File: config.mk
export PLATFORM = sky130hd
export DESIGN_NAME = alu_integer_pipe
export DESIGN_NICKNAME = d
export VERILOG_FILES = /design/src/rtl/alu_integer_pipe.sv
export SDC_FILE = /design/constraint.sdc
export NUM_CORES = 1
export LEC_CHECK = 0
export ABC_CLOCK_PERIOD_IN_PS = 6000
export CAP_MARGIN = 10
export CORE_AREA = 2 2 150 152
export DETAILED_ROUTE_END_ITERATION = 8
export DIE_AREA = 0 0 152 154
export PLACE_DENSITY = 0.8
export SLEW_MARGIN = 20
export SYNTH_ARGS = -nofsm -noshare
export SYNTH_HDL_FRONTEND = slang
export SYNTH_SLANG_ARGS = --single-unit
File: constraint.sdc
create_clock -name clk -period 6 [get_ports clk]
set_input_delay 1.2 -clock clk [delete_from_list [all_inputs] [get_ports clk]]
set_output_delay 1.2 -clock clk [all_outputs]
set_load 0.01 [all_outputs]
File: src/rtl/alu_integer_pipe.sv
// Multi-lane signed integer ALU behind a valid/ready handshake.
// Add, sub and pass finish in one cycle; multiply runs an iterative shift-add per lane.
module alu_integer_pipe #(
    parameter int DATA_WIDTH = 8,
    parameter int LANES      = 2
) (
    input  logic                        clk,
    input  logic                        rst,
    input  logic                        in_valid,
    output logic                        in_ready,
    input  logic [LANES*DATA_WIDTH-1:0] A,
    input  logic [LANES*DATA_WIDTH-1:0] B,
    input  logic [1:0]                  opcode,
    input  logic                        sat,
    output logic                        out_valid,
    input  logic                        out_ready,
    output logic [LANES*DATA_WIDTH-1:0] Out,
    output logic [LANES-1:0]            C,
    output logic [LANES-1:0]            N,
    output logic [LANES-1:0]            V,
    output logic [LANES-1:0]            Z
);
    localparam int W  = DATA_WIDTH;
    localparam int CW = $clog2(W + 1);

    localparam logic [1:0] OP_ADD = 2'b00;
    localparam logic [1:0] OP_SUB = 2'b01;
    localparam logic [1:0] OP_MUL = 2'b10;

    typedef enum logic [1:0] {IDLE, MUL, DONE} state_t;

    state_t             state, state_next;
    logic               accept;
    logic [CW-1:0]      iter_cnt;
    logic [LANES*W-1:0] a_q, b_q;
    logic [1:0]         op_q;
    logic               sat_q;
    logic [2*W-1:0]     acc    [LANES];
    logic [2*W-1:0]     mcand  [LANES];
    logic [W-1:0]       mplier [LANES];
    logic [LANES-1:0]   prod_neg;
    logic [LANES*W-1:0] res;
    logic [LANES-1:0]   res_c, res_n, res_v, res_z;

    // The most negative value maps to 2^(W-1), which still fits unsigned in W bits.
    function automatic logic [W-1:0] magnitude(input logic [W-1:0] x);
        return x[W-1] ? (~x + W'(1)) : x;
    endfunction

    assign in_ready = (state == IDLE) && (!out_valid || out_ready);
    assign accept   = in_valid && in_ready;

    always_ff @(posedge clk or posedge rst) begin
        if (rst) begin
            state <= IDLE;
        end else begin
            state <= state_next;
        end
    end

    always_comb begin
        state_next = state;
        unique case (state)
            IDLE: begin
                if (accept) begin
                    state_next = (opcode == OP_MUL) ? MUL : DONE;
                end
            end
            MUL: begin
                if (iter_cnt == CW'(W - 1)) begin
                    state_next = DONE;
                end
            end
            DONE:    state_next = IDLE;
            default: state_next = IDLE;
        endcase
    end

    always_ff @(posedge clk or posedge rst) begin
        if (rst) begin
            a_q      <= '0;
            b_q      <= '0;
            op_q     <= '0;
            sat_q    <= 1'b0;
            iter_cnt <= '0;
        end else if (accept) begin
            a_q      <= A;
            b_q      <= B;
            op_q     <= opcode;
            sat_q    <= sat;
            iter_cnt <= '0;
        end else if (state == MUL) begin
            iter_cnt <= iter_cnt + CW'(1);
        end
    end

    // All lanes consume one multiplier bit per cycle in lockstep; sign is reapplied at the end.
    always_ff @(posedge clk or posedge rst) begin
        if (rst) begin
            prod_neg <= '0;
            for (int i = 0; i < LANES; i++) begin
                acc[i]    <= '0;
                mcand[i]  <= '0;
                mplier[i] <= '0;
            end
        end else if (accept) begin
            for (int i = 0; i < LANES; i++) begin
                acc[i]      <= '0;
                mcand[i]    <= {{W{1'b0}}, magnitude(A[i*W +: W])};
                mplier[i]   <= magnitude(B[i*W +: W]);
                prod_neg[i] <= A[i*W + W - 1] ^ B[i*W + W - 1];
            end
        end else if (state == MUL) begin
            for (int i = 0; i < LANES; i++) begin
                if (mplier[i][0]) begin
                    acc[i] <= acc[i] + mcand[i];
                end
                mcand[i]  <= mcand[i] << 1;
                mplier[i] <= mplier[i] >> 1;
            end
        end
    end

    always_comb begin
        res   = '0;
        res_c = '0;
        res_n = '0;
        res_v = '0;
        res_z = '0;
        for (int i = 0; i < LANES; i++) begin
            logic [W-1:0]   la, lb, wrapped, final_val;
            logic [W:0]     sum_ext, diff_ext;
            logic [2*W-1:0] product;
            logic           ovf, neg_exact, carry;
            la        = a_q[i*W +: W];
            lb        = b_q[i*W +: W];
            sum_ext   = {1'b0, la} + {1'b0, lb};
            diff_ext  = {1'b0, la} + {1'b0, ~lb} + (W + 1)'(1);
            product   = prod_neg[i] ? (~acc[i] + (2 * W)'(1)) : acc[i];
            wrapped   = la;
            carry     = 1'b0;
            ovf       = 1'b0;
            neg_exact = la[W-1];
            // On add/sub overflow the true result always carries the sign of A.
            unique case (op_q)
                OP_ADD: begin
                    wrapped = sum_ext[W-1:0];
                    carry   = sum_ext[W];
                    ovf     = (la[W-1] == lb[W-1]) && (wrapped[W-1] != la[W-1]);
                end
                OP_SUB: begin
                    wrapped = diff_ext[W-1:0];
                    carry   = diff_ext[W];
                    ovf     = (la[W-1] != lb[W-1]) && (wrapped[W-1] != la[W-1]);
                end
                OP_MUL: begin
                    wrapped   = product[W-1:0];
                    ovf       = !((&product[2*W-1:W-1]) || !(|product[2*W-1:W-1]));
                    neg_exact = product[2*W-1];
                end
                default: begin
                    wrapped = la;
                end
            endcase
            final_val = (sat_q && ovf) ?
                        (neg_exact ? {1'b1, {(W-1){1'b0}}} : {1'b0, {(W-1){1'b1}}}) :
                        wrapped;
            res[i*W +: W] = final_val;
            res_c[i]      = carry;
            res_v[i]      = ovf;
            res_n[i]      = final_val[W-1];
            res_z[i]      = (final_val == '0);
        end
    end

    always_ff @(posedge clk or posedge rst) begin
        if (rst) begin
            out_valid <= 1'b0;
            Out       <= '0;
            C         <= '0;
            N         <= '0;
            V         <= '0;
            Z         <= '0;
        end else if (state == DONE) begin
            out_valid <= 1'b1;
            Out       <= res;
            C         <= res_c;
            N         <= res_n;
            V         <= res_v;
            Z         <= res_z;
        end else if (out_valid && out_ready) begin
            out_valid <= 1'b0;
        end
    end
endmodule

==> key figures <==
Status
  – Status: finished, final reports clean

Pwr
  – Total power: 6.64 mW
  – Sw Share: 46.4%
  – P_int: 3.56 mW
  – Seq pwr share: 26.9%
  – PD cells: 556 nW/um^2
  – Peak VDD IR: 0.277 mV
  – Clock power share: 15.9%
  – Leak: 5.25 nW
  – Logic pwr share: 57.2%
  – Switching power: 3.08 mW

Synth
  – Post-synth EDFFs: 0
  – Ys flop type: dfrtp_1
  – Synth top area share: 34.2%
  – Yosys warns: 0
  – Post-synth cell types: 90
  – Largest cells by area after synthesis: dfrtp_1 34%, nand2_1 8.1%, ha_1 8.1%
  – Top cells by count, synth: 231 x nand2_1, 146 x dfrtp_1, 101 x o21ai_0
  – Top-count cell post-synth: nand2_1
  – Synth Cell Area: 10700 um^2
  – Synth Register Bits: 146
  – Synth async-reset ratio: 100%
  – Synth Area per Inst: 8.32 um^2
  – Syn Nets: 1400
  – Synth area leader: dfrtp_1
  – Sequential share of the synthesized area: 34.2%
  – Syn Inst Count: 1286

Timing
  – Final clock skew: 0.00810 ns
  – Setup TNS: 0 ns
  – RSZ-0062 raised after global routing: false
  – Final Hold Fails: 0
  – Period Utilization, post-route: 67.7%
  – Max_slew headroom: 26.3%
  – Slew at the pin closest to its max-slew limit: 1.11 ns
  – Final setup violation count: 0
  – Max-slew violations: 0
  – Min Clock Period, post-route: 4.06 ns
  – Worst-case hold slack: 0.484 ns
  – Fmax: 246 MHz

Floorplan
  – Full die area: 23400 um^2
  – Die Ht: 154 um
  – Initial Util: 49.3%
  – Row count: 54
  – Die Width: 152 um
  – Core area: 21700 um^2
  – IO Count: 65

Clock network
  – Clk sink count: 146
  – CTS tree: done
  – Worst-path clk slew: 0.06 ns
  – Clock Latency Late Sink: 0.43 ns
  – H-tree depth: 4
  – CTS max path bufs: 2
  – Num CTS Buffers: 17
  – CTS root buf: clkbuf_16
  – # hold bufs at CTS: 0
  – Post-CTS setup buffer count: 0
  – CTS resizes: 0

Routing
  – Total Wirelength: 26.3 mm
  – Vias per cell: 5.97
  – WL/cell: 16.5 um
  – DRC viols: 0
  – Final ANT Viol Nets: 0
  – Iteration-0 DRC Markers: 771
  – First-pass DRT Iterations: 5
  – Via count: 9508

Global route
  – Aggregate global-route resource usage: 23.0%
  – Vias in the first global route: 9082
  – Initial antenna violation count: 0
  – Gr ovfl total: 0
  – Largest net degree at the start of global routing: 97
  – First-pass GRT wire length: 44.8 mm

Worst setup path
  – WP data arrival: 2.86 ns
  – Crit. End Element: output port
  – Crit start category: primary input
  – Buf/Inv on CP: 2
  – Critical path required time: 4.80 ns
  – CP max FO: 3
  – Top delay family on crit path: buffers and inverters
  – CP most frequent cell: clkdlybuf4s50_1
  – CP max stage cell: clkdlybuf4s50_1
  – WS Path Type: primary input to output port
  – Critical Path, Cell by Cell: clkdlybuf4s50_1, nor2b_1, nor3_1, clkdlybuf4s50_1
  – Max incr delay on CP: 0.66 ns

Final layout
  – Reg area: 3650 um^2
  – Multi-input logic area: 6440 um^2
  – Filler Cell Count: 1885
  – Fraction of layout cells with a size suffix above 1: 5.79%
  – NumNets Final: 1414
  – Diodes inserted: 0
  – Layout area overhead: 11.7%

Run
  – Max Cap Violations: 0

Placed design
  – GP Congestion: 0.876
  – Post-DP HPWL: 18.4 mm
  – PortBufs: 64

Min path
  – Worst hold path class: flip-flop to flip-flop
sequential cells by signal, summed over array words and instances (netlist names):
| name | cells |
|---|---|
| acc | 32 |
| mcand | 32 |
| Out | 16 |
| a_q | 16 |
| b_q | 16 |
| mplier | 16 |
| iter_cnt | 4 |
| C | 2 |
| V | 2 |
| Z | 2 |
| op_q | 2 |
| prod_neg | 2 |
| state | 2 |
| out_valid | 1 |
| sat_q | 1 |
worst min-delay path: stages (launching register included):
cell and delay, ns:
dfrtp_1 0.34, nand2_1 0.04, o21ai_0 0.06
cell type report:
type | count | share of cell area (%)
repair buffers | 72 | 5.86
inverters | 60 | 1.93
flip-flops and latches | 146 | 30.6
well taps | 280 | 2.93
clock buffers | 18 | 3.68
clock inverters | 13 | 1.15
multi-input cells | 1003 | 53.9
stage by stage:
stage          utilization [%]  cells  instance area, um^2  setup slack [ns]
6_report                  55.1   1592                11900              1.94
2_1_floorplan                -   1286                10700             0.877
5_1_grt                   55.1   1592                11900              1.91
3_5_place_dp              52.4   1561                11400              2.09
3_3_place_gp              52.4   1561                11400              2.13
4_1_cts                   55.1   1592                11900              2.08
cell usage in the layout (no fill, tap or decap), types with 7 or more instances in the layout:
cell             instances
mux2i_1                 12
nor2_1                  77
ha_1                    69
nor4_1                   9
a211oi_1                14
xor2_1                  38
or2_2                    7
clkdlybuf4s50_1         64
nand3_1                 44
clkbuf_16               17
a21o_1                  11
buf_4                    8
o21bai_1                 8
nand2b_1                24
nor2b_1                  8
o31ai_1                 18
o21ai_0                101
dfrtp_1                146
xnor2_1                 46
o41ai_1                  8
inv_1                   58
or3_1                   10
nand2_1                230
o211ai_1                 8
nand4_1                 13
a21oi_1                 63
nor3_1                  24
a31oi_1                 35
final timing paths:
check	from	endpoint	slack (ns)	cells after the start
worst min-delay path	V[0]$_DFFE_PP0P_	V[0]$_DFFE_PP0P_	0.48	2
max in group asynchronous	rst	acc[19]$_DFFE_PP0P_	3.47	3
worst min register to register	V[0]$_DFFE_PP0P_	V[0]$_DFFE_PP0P_	0.48	2
min in group asynchronous	rst	a_q[10]$_DFFE_PP0P_	1.34	2
worst max-delay path	out_ready	in_ready	1.94	4
worst max register to register	acc[1]$_DFFE_PP0P_	Out[10]$_DFFE_PP0P_	2.53	11
cells by family after synthesis:
group           synth area share (%)
buf+inv                         5.85
fa+ha+maj                       9.19
flops                           34.2
xor+xnor                        6.88
mux                             1.65
compound gates                  20.9
simple gates                    21.3
metal layers:
layer	global-route usage (%)	wire length, um	vias up
met2	36.9	12200	351
met3	3.92	1470	49
li1	-	-	4594
met5	0	0	-
met4	9.21	771	0
met1	31.0	12000	4514
power by group through the flow:
| stage | Combinational [mW] | Clock (mW) | Sequential (mW) |
|---|---|---|---|
| 6_report | 3.80 | 1.05 | 1.79 |
| 5_1_grt | 4.25 | 1.11 | 1.85 |
| 4_1_cts | 3.76 | 1.07 | 1.78 |
| 3_5_place_dp | 3.73 | 0 | 1.79 |
| 3_3_place_gp | 3.61 | 0 | 1.77 |
| 2_1_floorplan | 2.96 | 0 | 1.66 |
No activity file was read; power rests on OpenSTA's default activity.
